### src/rtl/hamming_uart_rx.sv
// hamming_uart_rx
//   UART receiver merged with a Hamming(7,4) / extended Hamming(8,4) decoder.
//   Each received codeword is decoded and corrected in a registered stage,
//   then queued in a small FIFO that the consumer drains with valid/ready.
//
// Ports
//   clk, rst        : single rising-edge clock, synchronous active-high reset
//   rx              : asynchronous serial input, idle high
//   out_valid       : FIFO head holds an entry
//   out_ready       : consumer accepts the head entry
//   out_data        : corrected data nibble {d4,d3,d2,d1}
//   out_syndrome    : {s4,s2,s1}
//   out_corrected   : single-bit error corrected
//   out_uncorr      : double error detected (SECDED only)
//   out_frame_err   : stop bit sampled low
//   overflow        : one-cycle pulse when a decoded frame is dropped
//   state_out       : receiver state for debug
//
// Handshake: an entry transfers on every rising edge where out_valid and
// out_ready are both high. While out_valid=1 and out_ready=0 the head entry
// and all out_* fields hold steady. out_valid never depends on out_ready.
module hamming_uart_rx #(
  parameter int CLKS_PER_BIT = 16,
  parameter int SECDED       = 0,
  parameter int FIFO_DEPTH   = 4
) (
  input  logic       clk,
  input  logic       rst,
  input  logic       rx,
  output logic       out_valid,
  input  logic       out_ready,
  output logic [3:0] out_data,
  output logic [2:0] out_syndrome,
  output logic       out_corrected,
  output logic       out_uncorr,
  output logic       out_frame_err,
  output logic       overflow,
  output logic [2:0] state_out
);
  localparam int N    = (SECDED != 0) ? 8 : 7;
  localparam int CW   = $clog2(CLKS_PER_BIT);
  localparam int PW   = $clog2(FIFO_DEPTH);
  localparam int CNTW = PW + 1;

  typedef enum logic [2:0] {
    S_IDLE  = 3'd0,
    S_START = 3'd1,
    S_DATA  = 3'd2,
    S_STOP  = 3'd3,
    S_BREAK = 3'd4
  } state_t;

  state_t         r_state, w_next;
  logic           r_rx_meta, r_rx_s, r_rx_d;
  logic [CW-1:0]  r_cnt;
  logic [3:0]     r_bit;
  logic [N-1:0]   r_shift;
  logic           r_pend_valid;
  logic [9:0]     r_pend;
  logic           w_cnt_clr, w_shift_en, w_stop_smp, w_frame_err;

  // ---------------- receiver FSM: next state ----------------
  always_comb begin
    w_next      = r_state;
    w_cnt_clr   = 1'b0;
    w_shift_en  = 1'b0;
    w_stop_smp  = 1'b0;
    w_frame_err = 1'b0;
    case (r_state)
      S_IDLE: begin
        if (r_rx_d && !r_rx_s) begin
          w_next    = S_START;
          w_cnt_clr = 1'b1;
        end
      end
      S_START: begin
        if (r_cnt == CW'(CLKS_PER_BIT / 2 - 1)) begin
          w_cnt_clr = 1'b1;
          w_next    = r_rx_s ? S_IDLE : S_DATA;
        end
      end
      S_DATA: begin
        if (r_cnt == CW'(CLKS_PER_BIT - 1)) begin
          w_cnt_clr  = 1'b1;
          w_shift_en = 1'b1;
          if (r_bit == 4'(N - 1)) w_next = S_STOP;
        end
      end
      S_STOP: begin
        if (r_cnt == CW'(CLKS_PER_BIT - 1)) begin
          w_cnt_clr   = 1'b1;
          w_stop_smp  = 1'b1;
          w_frame_err = !r_rx_s;
          w_next      = r_rx_s ? S_IDLE : S_BREAK;
        end
      end
      S_BREAK: begin
        if (r_rx_s) w_next = S_IDLE;
      end
      default: w_next = S_IDLE;
    endcase
  end

  // ---------------- decoder (combinational on the full shift register) ----------------
  // Codeword position p lives at index p-1: p1 p2 d1 p4 d2 d3 d4 (+P).
  logic [6:0] w_c, w_flip, w_fix;
  logic [2:0] w_syn, w_syn_out;
  logic       w_par, w_corr, w_uncorr;
  logic [3:0] w_data;

  assign w_c   = r_shift[6:0];
  assign w_syn = {w_c[3] ^ w_c[4] ^ w_c[5] ^ w_c[6],
                  w_c[1] ^ w_c[2] ^ w_c[5] ^ w_c[6],
                  w_c[0] ^ w_c[2] ^ w_c[4] ^ w_c[6]};
  assign w_par  = ^r_shift;
  // Only meaningful when the syndrome is non-zero.
  assign w_flip = 7'(1) << (w_syn - 3'd1);

  always_comb begin
    w_fix     = w_c;
    w_corr    = 1'b0;
    w_uncorr  = 1'b0;
    w_syn_out = w_syn;
    if (SECDED == 0) begin
      if (w_syn != 3'd0) begin
        w_fix  = w_c ^ w_flip;
        w_corr = 1'b1;
      end
    end else if (w_par) begin
      // Odd overall parity: a single error, either in positions 1..7 or in P.
      w_corr = 1'b1;
      if (w_syn != 3'd0) w_fix = w_c ^ w_flip;
    end else if (w_syn != 3'd0) begin
      w_uncorr = 1'b1;
    end
  end

  assign w_data = {w_fix[6], w_fix[5], w_fix[4], w_fix[2]};

  // ---------------- receiver datapath ----------------
  always_ff @(posedge clk) begin
    if (rst) begin
      r_rx_meta    <= 1'b1;
      r_rx_s       <= 1'b1;
      r_rx_d       <= 1'b1;
      r_state      <= S_IDLE;
      r_cnt        <= '0;
      r_bit        <= '0;
      r_shift      <= '0;
      r_pend_valid <= 1'b0;
      r_pend       <= '0;
    end else begin
      r_rx_meta    <= rx;
      r_rx_s       <= r_rx_meta;
      r_rx_d       <= r_rx_s;
      r_state      <= w_next;
      r_cnt        <= w_cnt_clr ? '0 : r_cnt + CW'(1);
      if (r_state == S_IDLE)  r_bit <= '0;
      else if (w_shift_en)    r_bit <= r_bit + 4'd1;
      // LSB first: after N shifts frame bit k sits at index k.
      if (w_shift_en) r_shift <= {r_rx_s, r_shift[N-1:1]};
      r_pend_valid <= w_stop_smp;
      if (w_stop_smp) r_pend <= {w_frame_err, w_uncorr, w_corr, w_syn_out, w_data};
    end
  end

  // ---------------- output FIFO ----------------
  logic [9:0]      r_mem [FIFO_DEPTH];
  logic [PW-1:0]   r_wr_ptr, r_rd_ptr;
  logic [CNTW-1:0] r_count;
  logic            r_overflow;
  logic            w_push, w_pop, w_full, w_wr_en;
  logic [9:0]      w_head;

  assign w_push  = r_pend_valid;
  assign w_full  = (r_count == CNTW'(FIFO_DEPTH));
  assign w_pop   = out_valid && out_ready;
  // A pop frees the slot in the same edge, so full+pop still accepts the push.
  assign w_wr_en = w_push && (!w_full || w_pop);

  always_ff @(posedge clk) begin
    if (rst) begin
      r_wr_ptr   <= '0;
      r_rd_ptr   <= '0;
      r_count    <= '0;
      r_overflow <= 1'b0;
    end else begin
      r_overflow <= w_push && w_full && !w_pop;
      if (w_wr_en) r_wr_ptr <= r_wr_ptr + PW'(1);
      if (w_pop)   r_rd_ptr <= r_rd_ptr + PW'(1);
      case ({w_wr_en, w_pop})
        2'b10:   r_count <= r_count + CNTW'(1);
        2'b01:   r_count <= r_count - CNTW'(1);
        default: r_count <= r_count;
      endcase
    end
  end

  always_ff @(posedge clk) begin
    if (w_wr_en) r_mem[r_wr_ptr] <= r_pend;
  end

  assign out_valid = (r_count != '0);
  // Fields read as zero whenever the queue is empty (including after reset).
  assign w_head    = out_valid ? r_mem[r_rd_ptr] : 10'd0;

  assign out_frame_err = w_head[9];
  assign out_uncorr    = w_head[8];
  assign out_corrected = w_head[7];
  assign out_syndrome  = w_head[6:4];
  assign out_data      = w_head[3:0];
  assign overflow      = r_overflow;
  assign state_out     = r_state;
endmodule

### config.mk
export PLATFORM = sky130hd
export DESIGN_NAME = hamming_uart_rx
export DESIGN_NICKNAME = d
export VERILOG_FILES = /design/src/rtl/hamming_uart_rx.sv
export SDC_FILE = /design/constraint.sdc
export NUM_CORES = 1
export LEC_CHECK = 0
export CORE_MARGIN = 4
export CORE_UTILIZATION = 65
export CTS_BUF_LIST = sky130_fd_sc_hd__clkbuf_8
export CTS_CLUSTER_DIAMETER = 200
export DETAILED_ROUTE_END_ITERATION = 7
export DONT_BUFFER_PORTS = 1
export GPL_ROUTABILITY_DRIVEN = 1
export GPL_TIMING_DRIVEN = 0
export PLACE_DENSITY = 0.81
export SYNTH_ARGS = -nofsm -noshare
export SYNTH_HDL_FRONTEND = slang
export SYNTH_SLANG_ARGS = --single-unit
### constraint.sdc
create_clock -name clk -period 3.25 [get_ports clk]
set_clock_uncertainty 0.05 [all_clocks]
set_input_delay 0.4875 -clock clk [delete_from_list [all_inputs] [get_ports clk]]
set_output_delay 0.4875 -clock clk [all_outputs]
set_load 0.005 [all_outputs]
* After elaboration in Yosys (flattened, before gate mapping) *
Memory sizes are Yosys's and may differ from the RTL's. A register that Yosys moved wholly into a read port is not among the register bits.
Index checks and enable logic that the tools add are counted.

cells by class
  add/sub/neg operators = 7
  $mul = 0
  div/mod/pow operators = 0
  order comparisons = 0
  eq/ne operators = 16
  shift-type cells = 1
  multiplexer cells = 25
  bitwise operators = 10
  reductions and logical operators = 17

operator list
  operator               number
  $mux W3                7
  $pmux W3 S5            1
  $ne A2 B2 Y1 const B   6
  $mux W1                10
  $mux W10               1
  $xor A1 B1 Y1          9
  $add A4 B1 Y4 const B  2
  $eq A4 B3 Y1 const B   2
  $mux W7                1
  $shl A1 B3 Y7 const A  1
  $xor A7 B7 Y7          1
  $eq A3 B2 Y1 const B   2
  $eq A3 B3 Y1 const B   2
  $mux W2                3
  $pmux W3 S2            1
  $reduce_and A6 Y1      1
  $reduce_bool A3 Y1     2
  $reduce_or A2 Y1       3
  $sub A3 B1 Y3 const B  2
  $logic_and A1 B1 Y1    5
  $add A2 B1 Y2 const B  2
  $eq A4 B4 Y1 const B   1
  $add A3 B1 Y3 const B  1
  $eq A3 B1 Y1 const B   1
  7 further kinds        9

word-level totals
  flip-flop bits (word level) = 39
  latch bits = 0
  bits in writable memories = 36
  bits in read-only memories = 0
  input port bits = 4
  output and inout bits = 15
  word-level logic and storage cells = 90
  memories = 1

memories
  name   depth  bits a word  rd ports  clocked after Yosys merged registers in  write ports  RTL line  RTL
  r_mem  4      9            1         1                                        1            168       logic [9:0] r_mem [FIFO_DEPTH];

* Logic depth before layout (Yosys ltp) *
Gate-level depths: netlist of run 1.

  depth after elaboration = 7
  gate-level depth with buffers = 9
  mapped depth without buffers = 9

* Worst setup path after synthesis of run 1 *
OpenSTA, ideal clock, no wires.

  path type = in2reg
  start point = input out_ready
  end point = register r_count[2]
  arrival = 2.442 ns
  required time = 3.130 ns
  slack = 0.687 ns
  stages on the path = 9
  path buffers = 0
  cells stage by stage = or4b_1 -> and2_1 -> inv_1 -> ha_1 -> inv_1 -> fa_1 -> xor2_1 -> or3_1 -> a21oi_1

between the ends
  word-level cells in the longest chain between the ends = 5

RTL lines
  item                                               RTL line  RTL
  from (decl)                                        31        input logic out_ready,
  $logic_and A1 B1 Y1 (*)                            177       assign w_pop = out_valid && out_ready;
  $logic_or A1 B1 Y1                                 179       assign w_wr_en = w_push && (!w_full || w_pop);
  $logic_and A1 B1 Y1                                179
  $eq A2 B1 Y1 or $eq A2 B2 Y1 (tied branches)       191       case ({w_wr_en, w_pop})
  $pmux W3 S2 or $reduce_bool A2 Y1 (tied branches)  n/a
  to (signal assigned)                               192       2'b10: r_count <= r_count + CNTW'(1);
  to (signal assigned)                               193       2'b01: r_count <= r_count - CNTW'(1);
  to (signal assigned)                               194       default: r_count <= r_count;
  to (decl)                                          170       logic [CNTW-1:0] r_count;

Every way passes the cells marked *; elsewhere a longest branch is shown, timed or not.
A chain may end at the register's enable or synchronous reset.

* Final worst setup path of run 1 *
  start point = register r_count[0]
  end point = register r_count[2]

between the ends
  word-level cells in the longest chain between the ends = 6

RTL lines
  item                                                     RTL line
  $eq A3 B3 Y1 or $reduce_bool A3 Y1 (tied branches)       176, 203
  $logic_not A1 Y1 or $logic_and A1 B1 Y1 (tied branches)  179, 177
  $logic_or A1 B1 Y1                                       179
  $logic_and A1 B1 Y1                                      179
  $eq A2 B1 Y1 or $eq A2 B2 Y1 (tied branches)             191
  $pmux W3 S2 or $reduce_bool A2 Y1 (tied branches)        n/a

Parallel ways exist; a longest one is shown, timed or not.

==> results.cfg, run 1 <==
[logic_synthesis]
yosysUniqueCellTypes = 46
yosys.area.top_type = edfxtp_1
synth_fa_ha_area_frac = 0.0394
syn_nets = 305
synth_simple_gate_area_frac = 0.177
synth_seq_cells = 77
synth_edf_count = 36
muxShareOfSynthArea = 0.0602
netlist.area_leader.share = 0.321
syn_area_per_cell_sq_um = 11.6
async_flop_share = 0
synth_top_flop_cell = dfxtp_1
synth_area_leaders = edfxtp_1, dfxtp_1, mux4_2
synthCells = 291
synth_compound_area_frac = 0.0665
synth.cell_area_sq_um = 3370
yosysWarningCount = 0
synth_top_family_by_area = simple AND/OR/NAND/NOR gates
yosysSeqAreaShare = 0.565
yosys.area_share.xor_xnor = 0.0591

[floorplanning]
core_area_sq_um = 4880
num_rows = 25
dieArea_sq_um = 6400
die_h_um = 80.0
fp.dieW_um = 80.0
initial_core_util = 0.690
io_pins = 19

[timing]
clock.fmax_mhz = 378
hold_violations = 0
maxSlewHeadroom = 0.613
period_needed_ps = 2640
tightest_slew_ps = 576
fin_tns_setup_ps = 0
setup_violations = 0
finalCritPeriodShare = 0.813
rsz0062_at_grt = false
hold-worst-slack_ps = 194
drv_slew = 0

[routing]
wl_met3_um = 220
drt_iter0_markers = 103
dr.pass1.iters = 4
routed_wl_um = 5820
via_per_inst = 5.73
wl_met2_um = 3000
wire_per_inst_um = 15.6
vias = 2138
antenna_left = 0
drc = 0
highest-signal-layer = met4
wl_met1_um = 2500

[place]
numPortBuffers = 0
place_congestion = 0.868
dp_hpwl_um = 4010

[setup_path]
cp.arrival_ps = 2870
endpoint_kind = flop
critPathRequiredTime_ps = 3480
crit_path_start_kind = flop
critical_path_class = flop to flop
critical_path_peak_fanout = 6

[clocking]
root_buffer = clkbuf_8
cts_max_level = 3
cts_buffer_depth = 2
cts_resized = 0
cts_tree = done
cts_setup_buffers = 0
clkTransAtPathRegs_ps = 80
cts-hold-fix-buffers = 0
numCtsBuffers = 9
clock-sinks = 77
clk_latency_ps = 350

[min_path]
hp-class = primary input to flop

[grt]
grt_pass1_vias = 2066
grt_max_degree = 13
gr-total-overflow = 0
antenna_found_initial = 0
grt_usage = 0.206
grt_pass1_wl_um = 9870

[outcome]
status = completed

[power_and_ir_drop]
power_w = 0.00179
power_leakage_nw = 1.20
vdd_drop_max_uv = 310
p_per_area_nw_per_um2 = 490

[cells_and_area]
area_growth_pct = 8.54
nets = 316
drive_gt1_frac = 0.137
layout_commonest_cell = dfxtp_1
mostFrequentLayoutCells = dfxtp_1, edfxtp_1, nor2_1
diodes = 0

[flow_run]
max_cap_viol_count = 0
[critical path, stage by stage (launching register included)]
cell and delay (ps):
dfxtp_1 340, or4b_1 630, and2_1 240, inv_1 90, ha_1 190, inv_1 60, fa_1 370, xor2_1 160
or3_1 300, a21oi_1 140
[cell usage after synthesis, drive strengths merged (8+ instances only)]
cell type,count
xnor2,14
nand2,24
ha,9
and2,11
nand3,9
clkbuf,9
dfxtp,41
nor3,8
mux4,9
nor2,28
edfxtp,36
inv,9
a21oi,13
[flip-flops by register name, indices dropped and copies added (netlist names), named ones only]
signal        flops
r_bit             4
r_cnt             4
r_rx_d            1
r_count           3
r_mem            36
r_rd_ptr          2
r_pend_valid      1
r_rx_meta         1
r_shift           7
r_pend            9
overflow          1
state_out         3
r_rx_s            1
r_wr_ptr          2
[power breakdown]
part           total (W)  leakage, nW  internal [W]  switching, W
Combinational  0.0000248        0.428    0.00000969     0.0000151
Clock           0.000752        0.104      0.000421      0.000331
Sequential       0.00101        0.665       0.00101    0.00000411
Total            0.00179         1.20       0.00144      0.000350
[worst paths after layout]
kind	from	to	slack, ps	depth (start not counted)
setup / recovery	r_count[0]	r_count[2]	610	9
hold reg to reg	r_rx_meta	r_rx_s	360	1
setup reg to reg	r_count[0]	r_count[2]	610	9
hold / removal	rx	r_rx_meta	190	1
[per-stage QoR]
stage           util  area [sq um]  instances  setup WS, ps
5_1_grt        0.749          3660        373           470
2_1_floorplan      -          3370        291           687
3_5_place_dp   0.707          3450        358           504
3_3_place_gp   0.707          3450        358           584
4_1_cts        0.749          3660        373           602
6_report       0.749          3660        373           606
[final cells by class]
class | count | area (sq um)
clock buffer | 9 | 124
tap | 67 | 83.8
multi-input combinational | 189 | 1360
buffer | 16 | 73.8
clock inverter | 6 | 80.1
inverter | 9 | 33.8
sequential | 77 | 1900
fill | 342 | 1220
[kinds of logic (layout without fill, tap and decap cells)]
group	Yosys count	after routing
other cells	1	1
mux	9	9
compound gates	33	33
simple gates	115	115
fa+ha+maj	10	10
xor+xnor	21	21
flops	77	77
buf+inv	25	40
[per-layer routing]
layer	track usage	up-vias
met2	0.350	37
li1	-	1057
met4	0.0861	0
met1	0.252	1034
met3	0.0474	10
met5	0	-
(Power assumes the default switching activity.)
==> run 2, diff against run 1 <==
- CORE_UTILIZATION: 65 -> 59
- PLACE_DENSITY: 0.81 -> 0.78
- clock period: 3.25 -> 2.18 ns (I/O delays scaled with it)
==> run 2 against run 1 <==
  * The run now ends with negative setup slack left
  * Via count rose by 5.1%
  * Flip-flop and latch count did not move
  * Register-to-register slack got worse by 710 ps
  * Combinational power rose by 52%
  * Total power rose by 52%
  * Die area rose by 9.1%
  * Critical path depth did not move
  * Clock-buffer cell count rose by 1
  * Largest cell class unchanged
  * Highest routed layer unchanged
==> results.cfg, run 2 (synthesized netlist as in run 1, its figures left out) <==
[clocking]
root_buffer = clkbuf_8
cts_tree = done
clk_latency_ps = 350
cts_buffer_depth = 2
clock-sinks = 77
clkTransAtPathRegs_ps = 80
cts_max_level = 3
numCtsBuffers = 9

[place]
placed_cells = 363
place_congestion = 0.917
dp_hpwl_um = 3670
numPortBuffers = 0

[setup_path]
max_stage_delay_ps = 540
path_cells = or4b_4, and2_4, inv_4, ha_4, inv_2, fa_2, xor2_1, or3_1, a21oi_2
critPathRequiredTime_ps = 2410
r2r-end = r_count[2]
cp.arrival_ps = 2510
r2r-start = r_count[1]
critical_path_peak_fanout = 2
worst-r2r-cell-count = 9
critical_path_class = flop to flop
reg2reg_slack_ps = -100
crit_slowest_cell = or4b_4
crit_path_start_kind = flop
endpoint_kind = flop

[grt]
grt_max_degree = 14
met1_usage = 0.211
gr-total-overflow = 0
grt_pass1_wl_um = 9740
antenna_found_initial = 0
grt_use_met2 = 0.305
top_usage_layer = met2
use_met3 = 0.0326
grt_pass1_vias = 2130
grt_usage = 0.175

[power_and_ir_drop]
vdd_drop_max_uv = 475
power_frac_seq = 0.556
sw_frac_of_total = 0.195
power.switching_w = 0.000531
power.internal_w = 0.00218
p_per_area_nw_per_um2 = 670
pwr-share-comb = 0.014
power_leakage_nw = 1.36
clockPowerShare = 0.430

[flow_run]
max_cap_viol_count = 0

[min_path]
hold_end = r_rx_meta
hp-class = primary input to flop
hp-start = rx
hold_path_depth = 1

[timing]
hold_violations = 0
rsz0062_at_grt = true
tightest_slew_ps = 589
worst_slack_ps = -104
finalCritPeriodShare = 1.05
hold-worst-slack_ps = 31.6
drv_slew = 0
setup_violations = 1
clock.fmax_mhz = 438
period_needed_ps = 2280
maxSlewHeadroom = 0.608

[floorplanning]
fp.dieW_um = 83.6
die_h_um = 83.6
initial_core_util = 0.612
core_area_sq_um = 5510
num_rows = 27
dieArea_sq_um = 6980
io_pins = 19

[cells_and_area]
nets = 337
reg_top3 = r_mem: 36 flops, r_pend: 9 flops, r_shift: 7 flops
largest_register = r_mem
diodes = 0
seqCellArea_sq_um = 1910
multi_input_comb_area_sq_um = 1550
drive_gt1_frac = 0.271
final_core_util = 0.736
largest_reg_flops = 36
fillers = 354
layout.cells.non_filler = 400
mostFrequentLayoutCells = dfxtp_1, edfxtp_1, nor2_1
area_growth_pct = 20.3

[routing]
vias = 2246
dr.pass1.iters = 4
wire_per_inst_um = 15.6
drt_iter0_markers = 161
via_per_inst = 5.62
drc = 0
antenna_left = 0
routed_wl_um = 6230

[outcome]
status = finished, violations left
violations = negative setup slack
-- run 2: repair_timing --
item                                    4_1_cts  5_1_grt
endpoints found under the setup margin        6        7
buffers inserted                              4       17
pin swaps                                     2       11
resized for setup                            13       25
hold buffers                                  0        0
-- run 2: worst max-delay path by stage --
| stage | from | endpoint | slack [ps] | cells after the start |
|---|---|---|---|---|
| 2_1_floorplan | out_ready | r_count[2] | -60 | 9 |
| 3_5_place_dp | r_shift[5] | r_pend[1] | -280 | 8 |
| 4_1_cts | r_shift[5] | r_pend[1] | -100 | 8 |
| 5_1_grt | r_count[1] | r_count[2] | -160 | 9 |
| 3_3_place_gp | r_shift[5] | r_pend[1] | -300 | 8 |
| 6_report | r_count[1] | r_count[2] | -100 | 9 |
-- run 2: power groups by stage --
stage	Sequential (W)	Combinational (W)	Clock (W)
2_1_floorplan	0.00154	0.0000293	0
3_3_place_gp	0.00154	0.0000369	0
3_5_place_dp	0.00154	0.0000373	0
4_1_cts	0.00151	0.0000372	0.00117
5_1_grt	0.00151	0.0000431	0.00125
6_report	0.00151	0.0000378	0.00117
-- run 2: layout make-up --
cell class	instances	share of cell area
plain buffers	16	0.0222
clock buffers	10	0.0340
clock inverters	6	0.0195
inverters	9	0.00896
multi-input cells	189	0.383
flip-flops and latches	77	0.472
well taps	72	0.0222
repair buffers	21	0.0389
-- run 2: worst max-delay path, delay by kind of cell, from the launching register on --
family          cells  cell delay, ps
flops               1             330
xor+xnor            1             160
simple gates        3            1030
compound gates      1             120
buf+inv             2              90
fa+ha+maj           2             440
-- run 2: per-stage QoR --
step	setup TNS (ps)	setup WS, ps	power (W)	cell area (sq um)
5_1_grt	-434	-158	0.00281	4050
4_1_cts	-190	-97.3	0.00272	3800
3_3_place_gp	-669	-295	0.00158	3480
6_report	-104	-104	0.00272	4050
3_5_place_dp	-794	-283	0.00158	3480
2_1_floorplan	-63.6	-63.6	0.00157	3390
-- run 2: routing by layer --
metal / wire, um / part of all wire
met5: 0 / 0
met3: 181 / 0.029
met1: 2710 / 0.43
met4: 208 / 0.033
met2: 3130 / 0.50
